**src/rtl/booth_pkg.sv**
```systemverilog
// booth_pkg: shared constants, FSM state encoding and saturation limits for the booth_mul/booth_acc datapath
package booth_pkg;
  localparam int BOOTH_PROD_W = 8;
  localparam logic ST_ACCUM = 1'b0;
  localparam logic ST_HOLD = 1'b1;
  function automatic logic [63:0] sat_max(input int w);
    return (64'd1 << (w - 1)) - 64'd1;
  endfunction
  function automatic logic [63:0] sat_min(input int w);
    return ~sat_max(w);
  endfunction
endpackage

```
**src/rtl/booth_acc_add.sv**
```systemverilog
// booth_acc_add: sign-extending accumulator adder with signed overflow detect; saturates when BOOTH_ACC_SAT_EN is defined
// Ports: acc (current sum), prod (signed product), sum (next sum), ovf (signed overflow of this add).
module booth_acc_add
  import booth_pkg::*;
#(
  parameter int PROD_W = BOOTH_PROD_W,
  parameter int ACC_W = 16
) (
  input  logic [ACC_W-1:0]  acc,
  input  logic [PROD_W-1:0] prod,
  output logic [ACC_W-1:0]  sum,
  output logic              ovf
);
  logic [ACC_W-1:0] ext;
  logic [ACC_W-1:0] raw;
  assign ext = ACC_W'($signed(prod));
  assign raw = acc + ext;
  assign ovf = (acc[ACC_W-1] == ext[ACC_W-1]) && (raw[ACC_W-1] != acc[ACC_W-1]);
`ifdef BOOTH_ACC_SAT_EN
  localparam logic [63:0] MAX64 = sat_max(ACC_W);
  localparam logic [63:0] MIN64 = sat_min(ACC_W);
  // on overflow both operands share acc's sign, so it picks the rail
  assign sum = !ovf ? raw : acc[ACC_W-1] ? MIN64[ACC_W-1:0] : MAX64[ACC_W-1:0];
`else
  assign sum = raw;
`endif
endmodule

```
**src/rtl/booth_acc.sv**
```systemverilog
// booth_acc: accumulates BLOCK_LEN signed booth_mul products per block and hands the sum out on a valid/ready handshake
// Ports: clk, rst (async, active-high), clear (sync flush), in_valid/in_ready/in_prod (product input),
//        out_valid/out_ready/out_acc/out_ovf (block result), cnt (products accepted this block).
// Macro BOOTH_ACC_SAT_EN: saturate each add on overflow instead of wrapping.
module booth_acc
  import booth_pkg::*;
#(
  parameter int PROD_W = BOOTH_PROD_W,
  parameter int ACC_W = 16,
  parameter int BLOCK_LEN = 4,
  localparam int CNT_W = $clog2(BLOCK_LEN + 1)
) (
  input  logic              clk,
  input  logic              rst,
  input  logic              clear,
  input  logic              in_valid,
  output logic              in_ready,
  input  logic [PROD_W-1:0] in_prod,
  output logic              out_valid,
  input  logic              out_ready,
  output logic [ACC_W-1:0]  out_acc,
  output logic              out_ovf,
  output logic [CNT_W-1:0]  cnt
);
  logic state, state_nx;
  logic [ACC_W-1:0] acc, sum;
  logic ovf_sticky, add_ovf;
  logic accept, last, take;
  booth_acc_add #(.PROD_W(PROD_W), .ACC_W(ACC_W)) u_add (
    .acc(acc),
    .prod(in_prod),
    .sum(sum),
    .ovf(add_ovf)
  );
  assign accept = in_valid && in_ready && !clear;
  assign last = accept && (cnt == CNT_W'(BLOCK_LEN - 1));
  assign take = out_valid && out_ready && !clear;
  always_ff @(posedge clk or posedge rst)
    if (rst) state <= ST_ACCUM;
    else state <= state_nx;
  always_comb
    state_nx = clear ? ST_ACCUM :
               state == ST_ACCUM ? (last ? ST_HOLD : ST_ACCUM) :
               (out_ready ? ST_ACCUM : ST_HOLD);
  always_comb begin
    in_ready = state == ST_ACCUM;
    out_valid = state == ST_HOLD;
    out_ovf = out_valid && ovf_sticky;
  end
  always_ff @(posedge clk or posedge rst)
    if (rst) begin
      acc <= '0;
      cnt <= '0;
      ovf_sticky <= 1'b0;
      out_acc <= '0;
    end else if (clear || take) begin
      acc <= '0;
      cnt <= '0;
      ovf_sticky <= 1'b0;
    end else if (accept) begin
      acc <= sum;
      cnt <= cnt + CNT_W'(1);
      ovf_sticky <= ovf_sticky | add_ovf;
      if (last) out_acc <= sum;
    end
endmodule
```
**config.mk**
```make
export PLATFORM = sky130hd
export DESIGN_NAME = booth_acc
export DESIGN_NICKNAME = d
export VERILOG_FILES = /design/src/rtl/booth_pkg.sv /design/src/rtl/booth_acc_add.sv /design/src/rtl/booth_acc.sv
export SDC_FILE = /design/constraint.sdc
export NUM_CORES = 1
export LEC_CHECK = 0
export ABC_CLOCK_PERIOD_IN_PS = 4100
export BUFFER_PORTS_ARGS = -buffer_cell sky130_fd_sc_hd__buf_4
export CORE_UTILIZATION = 35
export CTS_BUF_LIST = sky130_fd_sc_hd__clkbuf_4
export DETAILED_ROUTE_END_ITERATION = 8
export PLACE_DENSITY = 0.6
export SYNTH_ARGS = -nofsm -noshare
export SYNTH_HDL_FRONTEND = slang
export SYNTH_SLANG_ARGS = --single-unit
```
**constraint.sdc**
```tcl
create_clock -name clk -period 4.1 [get_ports clk]
set_input_delay 0.41 -clock clk [delete_from_list [all_inputs] [get_ports clk]]
set_output_delay 0.41 -clock clk [all_outputs]
set_load 0.01 [all_outputs]
```
### Word level (Yosys, flattened, before mapping)

Index checks and enable logic that the tools add are counted.

| operators by class | value |
|---|---|
| multiplexer cells | 10 |
| $add $sub $neg | 2 |
| reduce and logical (&&, ||, !) cells | 11 |
| bitwise logic cells | 3 |
| eq/ne operators | 3 |

Operators by type and width:

| kind | number |
|---|---|
| $mux W16 | 2 |
| $add A16 B16 Y16 | 1 |
| $logic_and A1 B1 Y1 | 7 |
| $mux W1 | 6 |
| $mux W3 | 2 |
| $add A3 B1 Y3 const B | 1 |
| $eq A3 B2 Y1 const B | 1 |
| $reduce_and A3 Y1 | 1 |
| $not A1 Y1 | 2 |
| $reduce_bool A2 Y1 | 1 |
| $eq A1 B1 Y1 | 1 |
| $logic_not A1 Y1 | 1 |
| $logic_or A1 B1 Y1 | 1 |
| $ne A1 B1 Y1 | 1 |
| $or A1 B1 Y1 | 1 |

| storage, ports and cells | value |
|---|---|
| logic and storage cells | 34 |
| flip-flop bits (word level) | 37 |
| output and inout bits | 22 |

### Longest topological paths before layout

Gate-level depths: netlist of the first run.

| logic depth | value |
|---|---|
| depth after elaboration | 7 |
| gate-level depth with buffers | 8 |

### By module

From an unflattened synthesis of the first run, not the netlist that was laid out.

| second synthesis, totals | value |
|---|---|
| cells, all modules | 230 |
| area, all modules | 2477.4 um^2 |

Modules (own cells, without submodules):

| module | area an instance (um^2) | times used | seq. area each (um^2) | cells an instance |
|---|---|---|---|---|
| booth_acc | 1780.5 | 1 | 925.9 | 137 |
| booth_acc_add | 696.9 | 1 | 0.0 | 93 |

### Least setup slack after synthesis of the first run

No wires, ideal clock.

| timing path | value |
|---|---|
| path type | input to register |
| from | in in_prod[0] |
| to | reg out_acc[12] |
| slack | 1902 ps |
| data arrival time | 2073 ps |
| setup time | 125 ps |
| required time | 3975 ps |
| stages on the path | 8 |
| cells stage by stage | ha_1 > fa_1 > a21o_2 > a21oi_2 > o21ai_1 > a31oi_1 > xnor2_1 > mux2_2 |

| on the way | value |
|---|---|
| longest elaborated chain between the ends | 1 |

RTL lines:

| what | line | source |
|---|---|---|
| start: declaration | booth_acc.sv:18 | `input logic [PROD_W-1:0] in_prod,` |
| $add A16 B16 Y16 | booth_acc_add.sv:17 | `assign raw = acc + ext;` |
| end signal: assignment | booth_acc.sv:64 | `if (last) out_acc <= sum;` |
| end: declaration | booth_acc.sv:21 | `output logic [ACC_W-1:0] out_acc,` |

No other way between the ends.
A chain may end at the register's enable or synchronous reset.

### Final worst setup path of the first run

| timing path | value |
|---|---|
| from | reg acc[0] |
| to | reg out_acc[14] |

| on the way | value |
|---|---|
| longest elaborated chain between the ends | 1 |

RTL lines:

| what | line | source |
|---|---|---|
| start: declaration | booth_acc.sv:26 | `logic [ACC_W-1:0] acc, sum;` |
| start signal: assignment | booth_acc.sv:61 | `acc <= sum;` |
| $add A16 B16 Y16 | booth_acc_add.sv:17 |  |

No other way between the ends.

==> flow_summary.yaml, run 1 <==
yosys:
  synth_area_leaders: "dfrtp_1, ha_1, nand2_1"
  synth_seq_area_share: 0.4169
  ys_async_sr_fraction: 1.000
  avgSynthCellArea_sq_um: 10.23
  synth_area_sq_mm: 0.002221
  ys_ff_latch: 37
  synth_top_area_frac: 0.4169
  synthFlopType: "dfrtp_1"
  synthCells: 217
  synth.distinct_cells: 47
  yosys.area.top_type: "dfrtp_1"
  synth_edf_count: 0
  ys.warnings.count: 0
  syn-num-nets: 248
final_layout:
  nets: 283
  drive_gt1_frac: 0.2332
  diodes: 0
  n_fill_cell: 608
  postLayoutCoreUtil: 0.4317
  area_growth_pct: 17.13
  design_area_sq_mm: 0.002601
routing:
  wl_per_cell_microns: 14.36
  drc: 0
  drt-vias-per-instance: 5.152
  ant_nets: 0
  drt_iter0_markers: 65
  vias: 1690
  first_pass_iters: 4
  drt-total-wl_mm: 4.710
global_routing:
  grt_pass1_wl_mm: 8.086
  grt.overflow.total: 0
  grt_pass1_vias: 1711
  grt_max_degree: 38
  antenna_found_initial: 0
  grt_usage: 0.1606
worst_setup_path:
  cpPeakStageDelay_ps: 430
  path_cells: "ha_1 > fa_1 > a21o_2 > a21oi_2 > o21ai_1 > a21oi_1 > mux2i_1 > o311ai_1"
  cp_max_fo: 4
  cp-end-kind: "flip-flop"
  start_kind: "flip-flop"
  cp_slowest_cell: "fa_1"
  crit_type: "flip-flop to flip-flop"
  critPathBufInv: 0
  cp.required_ps: 4300
  crit_family: "compound AO/OA/AOI/OAI gates"
  arrival_ps: 2570
  reg2reg_slack_ps: 1730
clock_tree:
  clock_latency_ps: 350
  cts_setup_buffers: 0
  htreeDepth: 2
  root_buffer: "clkbuf_4"
  ctsHoldBuffers: 0
  cts.clk_slew.worst_paths_ps: 110
  cts-resized-gates: 0
  cts_buffer_depth: 2
  numCtsBuffers: 5
  cts_sinks: 37
  cts_tree: "yes"
floorplan:
  dieArea_sq_mm: 0.006668
  core-area_sq_mm: 0.006026
  die_h_microns: 81.66
  die_x_microns: 81.66
  rows: 28
  start_util: 0.3686
  io-pin-count: 35
flow_run:
  drv_cap: 0
sta:
  timing.fmax_mhz: 421.8
  setup_viol: 0
  slew_viol_final: 0
  setup_tns_ps: 0
  rsz0062_at_grt: "no"
  fin_crit_sh: 0.5783
  relSlewSlack: 0.3659
  hold_viol: 0
  min_period_ps: 2371
  finalClockSkew_ps: 12.06
  tightest_slew_ps: 948.8
outcome:
  status: "complete, no violations"
placed_design:
  io_buffers: 34
  gp_congestion: 0.7794
  post_dp_cell_area_sq_mm: 0.002551
  hpwl_mm: 3.297
worst_hold_path:
  hp-class: "input port to async pin"
pwr:
  peakVddDrop_mv: 0.1688
  pwr_density_cell_mw_per_mm2: 486.6
  leakage_nw: 1.292
  power_mw: 1.266
-- synthesized netlist by cell type, types with 2 or more instances --
master and n:
nand2_1 31, a21o_1 4, nor2_1 7, and2_1 3, inv_1 6, mux2_2 6, o21ai_1 3, a2111oi_0 2
o21ai_0 19, and3_1 2, mux2i_1 4, o21bai_1 2, a21oi_1 14, nor3b_1 2, a22o_1 8, xor2_1 6
ha_1 17, dfrtp_1 37, nor3_1 2, clkbuf_1 6, a31oi_1 3, a21o_2 2, xnor2_1 7
-- routing by layer --
metal | routed length, microns | global-route usage | up-vias
met2 | 2201 | 0.2600 | 22
met4 | 65 | 0.05088 | 0
met3 | 154 | 0.03444 | 6
met5 | 0 | 0 | -
li1 | - | - | 852
met1 | 2289 | 0.2137 | 810
-- worst reg2reg max path, delay by kind of cell, from the launching register on --
kind                     cells  cell delay, ps
AO/OA/AOI/OAI                5             930
adder cells (fa/ha/maj)      2             670
flip-flops                   1             400
multiplexers                 1             220
-- area by class of cell --
class | count | area, sq um | share of cell area
multi-input combinational | 167 | 1246 | 0.4791
sequential | 37 | 925.9 | 0.3559
timing repair buffer | 35 | 262.8 | 0.1010
tap | 75 | 93.84 | 0.03608
clock buffer | 5 | 37.54 | 0.01443
inverter | 6 | 22.52 | 0.008658
clock inverter | 3 | 12.51 | 0.004810
-- power by group --
| part | internal, mW | leakage [nW] | total, mW | switching, mW |
|---|---|---|---|---|
| combinational | 0.273 | 0.769 | 0.566 | 0.293 |
| clock | 0.0621 | 0.0300 | 0.186 | 0.124 |
| sequential | 0.458 | 0.493 | 0.514 | 0.0555 |
| total | 0.793 | 1.29 | 1.27 | 0.473 |
-- placed cells by master, fill, tap and decap left out, drive strengths merged, types with 2 or more instances in the layout --
cell type  instances
nor3b              2
xor2               6
dfrtp             37
mux2               7
and2               3
nand2             31
nor2               7
clkinv             3
inv                6
a21o               6
mux2i              4
a21oi             15
buf               35
nor3               2
o211ai             2
a22o               8
a2111oi            2
ha                17
o21ai             23
o21bai             2
and3               2
xnor2              7
o31ai              2
clkbuf             5
a31oi              4
-- cells by family after synthesis --
group / after synthesis / share of synthesized area
AOI/OAI and AO/OA: 71 / 0.2332
muxes: 11 / 0.05352
and+or+nand+nor: 53 / 0.1082
xor gates and xnor gates: 14 / 0.06141
buffers and inverters: 13 / 0.02197
DFF: 37 / 0.4169
adders and majority gates: 18 / 0.1048
-- stage by stage --
stage	worst slack (ps)	hold WS, ps	instances
floorplan	1902	453.8	217
finish	1729	168.6	328
global placement	1629	468.3	320
detailed placement	1561	471.7	320
global route	1500	222.4	328
CTS	1695	184.0	328
-- path summary, 6_finish.rpt --
path / startpoint / end / cells after the start
max: acc[0]$_DFFE_PP0P_ / out_acc[14]$_DFFE_PP0P_ / 8
min: rst / out_acc[0]$_DFFE_PP0P_ / 3
max reg2reg: acc[0]$_DFFE_PP0P_ / out_acc[14]$_DFFE_PP0P_ / 8
min reg2reg: out_acc[7]$_DFFE_PP0P_ / out_acc[7]$_DFFE_PP0P_ / 2
max in group asynchronous: rst / acc[5]$_DFFE_PP0P_ / 3
min in group clk: clear / out_valid$_DFF_PP0_ / 2
-- flip-flops by register name, indices dropped and copies added (netlist names) --
signal and flops:
acc 16, cnt 3, out_acc 16, out_valid 1, ovf_sticky 1
(Power assumes the default switching activity.)
==> run 2, diff against run 1 <==
ABC_CLOCK_PERIOD_IN_PS = 2300   (was 4100)
clock period = 2.3 ns   (was 4.1 ns; I/O delays follow)
==> flow_summary.yaml, run 2 (synthesis results as in run 1) <==
worst_setup_path:
  r2r_start: "acc[1]$_DFFE_PP0P_"
  cp_max_fo: 5
  startpoint: "acc[1]$_DFFE_PP0P_"
  arrival_ps: 2410
  crit_type: "flip-flop to flip-flop"
  cp-end-kind: "flip-flop"
  cp.required_ps: 2530
  start_kind: "flip-flop"
sta:
  relSlewSlack: 0.5966
  tightest_slew_ps: 603.6
  hold_viol: 11
  rsz0062_at_grt: "no"
  fin_crit_sh: 0.9473
  hold_slack_ps: -9.512
  min_period_ps: 2179
  finalClockSkew_ps: 12.61
  timing.fmax_mhz: 459.0
  slew_viol_final: 0
  setup_viol: 0
  setup_tns_ps: 0
pwr:
  pwr_density_cell_mw_per_mm2: 854.2
  power_mw: 2.304
  leakage_nw: 1.333
  peakVddDrop_mv: 0.3879
clock_tree:
  ctsHoldBuffers: 0
  htreeDepth: 2
  cts_buffer_depth: 2
  numCtsBuffers: 5
  cts.clk_slew.worst_paths_ps: 110
  cts_tree: "yes"
  clock_latency_ps: 340
  root_buffer: "clkbuf_4"
  cts_setup_buffers: 0
  cts_sinks: 37
routing:
  first_pass_iters: 4
  vias: 1726
  drt-vias-per-instance: 5.137
  ant_nets: 0
  drc: 0
  drt-total-wl_mm: 4.639
  wl_per_cell_microns: 13.81
  drt_iter0_markers: 87
final_layout:
  mostFrequentLayoutCells: "buf_4, dfrtp_1, nand2_1"
  multi_input_area_sq_mm: 0.001276
  diodes: 0
  postLayoutCoreUtil: 0.4477
  final_cells: 336
  nets: 292
  largestRegisters: "acc: 16 flops, out_acc: 16 flops, cnt: 3 flops"
  n_fill_cell: 595
  design_area_sq_mm: 0.002698
  area_growth_pct: 21.46
  mostFrequentLayoutCell: "buf_4"
  drive_gt1_frac: 0.2797
  ff_latch_area_sq_um: 925.9
placed_design:
  post_dp_cell_area_sq_mm: 0.002619
  gp_congestion: 0.7971
  dp_cells: 329
  io_buffers: 34
  hpwl_mm: 3.337
global_routing:
  grt_pass1_wl_mm: 7.838
  grt.overflow.total: 0
  grt_max_degree: 38
  grt_pass1_vias: 1666
  antenna_found_initial: 0
  grt_usage: 0.1564
floorplan:
  die_h_microns: 81.66
  io-pin-count: 35
  core-area_sq_mm: 0.006026
  die_x_microns: 81.66
  rows: 28
  start_util: 0.3686
  dieArea_sq_mm: 0.006668
outcome:
  violations: "hold timing"
  status: "finished with violations"
flow_run:
  drv_cap: 0
worst_hold_path:
  hp-class: "input port to async pin"
[run 2: area by class of cell]
class	instances	share of cell area
multi-input cells	167	0.4731
well taps	75	0.03479
flip-flops and latches	37	0.3432
clock inverters	1	0.001391
inverters	6	0.008349
repair buffers	44	0.1224
clock buffers	6	0.01670
[run 2: metal layers]
| metal | share of wire | up-vias | track usage |
|---|---|---|---|
| met3 | 0.026 | 5 | 0.03111 |
| met2 | 0.47 | 22 | 0.2550 |
| met1 | 0.49 | 823 | 0.2047 |
| met4 | 0.016 | 0 | 0.05789 |
| met5 | 0 | - | 0 |
| li1 | - | 876 | - |
[run 2: repair_timing]
| item | CTS | global route |
|---|---|---|
| gates resized for setup | 1 | 6 |
| pin swaps | 1 | 3 |
| gates cloned | 0 | 0 |
| setup endpoints to repair | 1 | 9 |
[run 2: worst paths after layout]
| kind | slack [ps] | end | cells past startpoint |
|---|---|---|---|
| min | -10 | acc[2]$_DFFE_PP0P_ | 3 |
| max reg2reg | 120 | out_acc[15]$_DFFE_PP0P_ | 7 |
| max in group asynchronous | 1950 | acc[10]$_DFFE_PP0P_ | 3 |
| min in group clk | 60 | out_valid$_DFF_PP0_ | 2 |
| min reg2reg | 490 | out_acc[2]$_DFFE_PP0P_ | 2 |
| max | 120 | out_acc[15]$_DFFE_PP0P_ | 7 |
[run 2: critical path: stages (launching register included)]
cell and delay (ps):
dfrtp_1 440, ha_1 320, a211oi_2 270, o21ai_4 110
a31oi_4 280, o31a_4 200, xnor3_1 190, mux2_2 260
[run 2: where the power goes]
part           internal [mW]  total [mW]  switching [mW]
Clock                  0.123       0.327           0.204
Sequential             0.817       0.918           0.101
Combinational          0.524        1.06           0.536
Total                   1.46        2.30           0.841
[run 2: per-stage QoR]
stage / hold slack [ps] / setup WS, ps
finish: -9.512 / 121.3
global route: 33.19 / 4.001
CTS: 3.190 / 25.44
detailed placement: 385.7 / 16.40
global placement: 383.6 / 51.48
floorplan: 316.3 / 159.3
==> run 3, diff against run 2 <==
PLACE_DENSITY = not set   (was 0.6)
PLACE_DENSITY_LB_ADDON = 0.08   (was not set)
==> flow_summary.yaml, run 3 (synthesis results as in run 1) <==
floorplan:
  io-pin-count: 35
  die_x_microns: 81.66
  dieArea_sq_mm: 0.006668
  die_h_microns: 81.66
  core-area_sq_mm: 0.006026
  start_util: 0.3686
  rows: 28
worst_setup_path:
  crit_type: "flip-flop to flip-flop"
  arrival_ps: 2420
  cp.required_ps: 2540
  r2r_cells: 8
  rr_endpoint: "out_acc[15]$_DFFE_PP0P_"
  r2r_start: "acc[0]$_DFFE_PP0P_"
  reg2reg_slack_ps: 120
  cp_max_fo: 5
  cp-end-kind: "flip-flop"
  start_kind: "flip-flop"
routing:
  drt-vias-per-instance: 5.199
  drt_iter0_markers: 99
  drc: 0
  vias: 1773
  first_pass_iters: 4
  drt-total-wl_mm: 4.908
  ant_nets: 0
  wl_per_cell_microns: 14.39
pwr:
  peakVddDrop_mv: 0.3816
  power_mw: 2.441
  leakage_nw: 1.365
  pwr_density_cell_mw_per_mm2: 890.1
sta:
  rsz0062_at_grt: "no"
  fin_crit_sh: 0.9470
  timing.fmax_mhz: 459.1
  hold_slack_ps: 63.53
  slew_viol_final: 0
  tightest_slew_ps: 775.4
  min_period_ps: 2178
  setup_tns_ps: 0
  relSlewSlack: 0.4831
  finalClockSkew_ps: 13.10
  setup_viol: 0
  hold_viol: 0
final_layout:
  nets: 296
  n_fill_cell: 600
  multi_input_area_sq_mm: 0.001259
  largestRegisters: "acc: 16 flops, out_acc: 16 flops, cnt: 3 flops"
  mostFrequentLayoutCell: "buf_4"
  mostFrequentLayoutCells: "buf_4, dfrtp_1, nand2_1"
  design_area_sq_mm: 0.002743
  ff_latch_area_sq_um: 925.9
  area_growth_pct: 23.49
  drive_gt1_frac: 0.2820
  diodes: 0
global_routing:
  grt_pass1_wl_mm: 8.245
  grt_pass1_vias: 1734
  antenna_found_initial: 0
  grt.overflow.total: 0
  grt_usage: 0.1645
  grt_max_degree: 38
outcome:
  status: "complete, no violations"
clock_tree:
  root_buffer: "clkbuf_4"
  htreeDepth: 2
  cts_sinks: 37
  cts_tree: "yes"
  cts_buffer_depth: 2
  clock_latency_ps: 340
  cts.clk_slew.worst_paths_ps: 120
  numCtsBuffers: 5
worst_hold_path:
  holdPathEnd: "out_valid$_DFF_PP0_"
  min_delay_path_depth: 2
  min-delay-start: "clear"
  hp-class: "input port to flip-flop"
flow_run:
  drv_cap: 0
placed_design:
  gp_congestion: 0.7742
  hpwl_mm: 3.637
  io_buffers: 34
  post_dp_cell_area_sq_mm: 0.002641
==> run 3: changes by cell type in the layout (fill, tap and decap cells not counted) <==
cell           delta
ha_1              +1
buf_4             +3
a31oi_1           +1
bufinv_16         +1
dlygate4sd3_1     +1
a2111oi_0         -1
a2111oi_1         +1
a31oi_2           -1
ha_4              -1
==> run 3: where the power goes <==
group	switching (mW)	total [mW]	internal [mW]
combinational	0.543	1.06	0.520
clock	0.222	0.460	0.238
sequential	0.102	0.918	0.816
==> run 3: per-layer routing <==
layer / global-route usage / routed length (microns) / up-vias
met5: 0 / 0 / -
met2: 0.2608 / 2278 / 39
li1: - / - / 886
met3: 0.03111 / 190 / 5
met1: 0.2275 / 2394 / 843
met4: 0.04737 / 44 / 0
==> run 3: metrics by stage <==
step,instances,worst slack [ps],util
after floorplan,217,159.3,-
after global placement,332,75.54,0.4383
after detailed placement,332,70.20,0.4383
after CTS,341,36.74,0.4531
after global routing,341,16.63,0.4552
final,341,121.9,0.4552
==> run 3: final cells by class <==
| class | instances | area share |
|---|---|---|
| multi-input combinational | 167 | 0.4589 |
| sequential | 37 | 0.3376 |
| timing repair buffer | 48 | 0.1323 |
| tap | 75 | 0.03422 |
| clock buffer | 6 | 0.01642 |
| clock inverter | 2 | 0.01232 |
| inverter | 6 | 0.008212 |
==> run 3: repair_timing <==
item / 4_1_cts / 5_1_grt
resized for setup: 0 / 6
buffers inserted: 0 / 0
endpoints found under the setup margin: 0 / 7
hold endpoints to repair: 7 / 0
hold buffers: 1 / 0
==> run 3: how the worst max path moves through the flow <==
stage,from,to,cells after the start
2_1_floorplan,acc[0]$_DFFE_PP0P_,out_acc[12]$_DFFE_PP0P_,8
3_3_place_gp,in_prod[7],out_acc[10]$_DFFE_PP0P_,7
3_5_place_dp,acc[0]$_DFFE_PP0P_,out_acc[14]$_DFFE_PP0P_,8
4_1_cts,acc[0]$_DFFE_PP0P_,out_acc[12]$_DFFE_PP0P_,8
5_1_grt,acc[0]$_DFFE_PP0P_,out_acc[15]$_DFFE_PP0P_,8
6_report,acc[0]$_DFFE_PP0P_,out_acc[15]$_DFFE_PP0P_,8
==> run 3: worst max-delay path: stages (launching register included) <==
cell	delay, ps
dfrtp_1	400
ha_1	210
buf_4	150
a211oi_2	280
o21ai_4	110
a31oi_4	280
o31a_4	200
xnor3_1	190
mux2_2	260
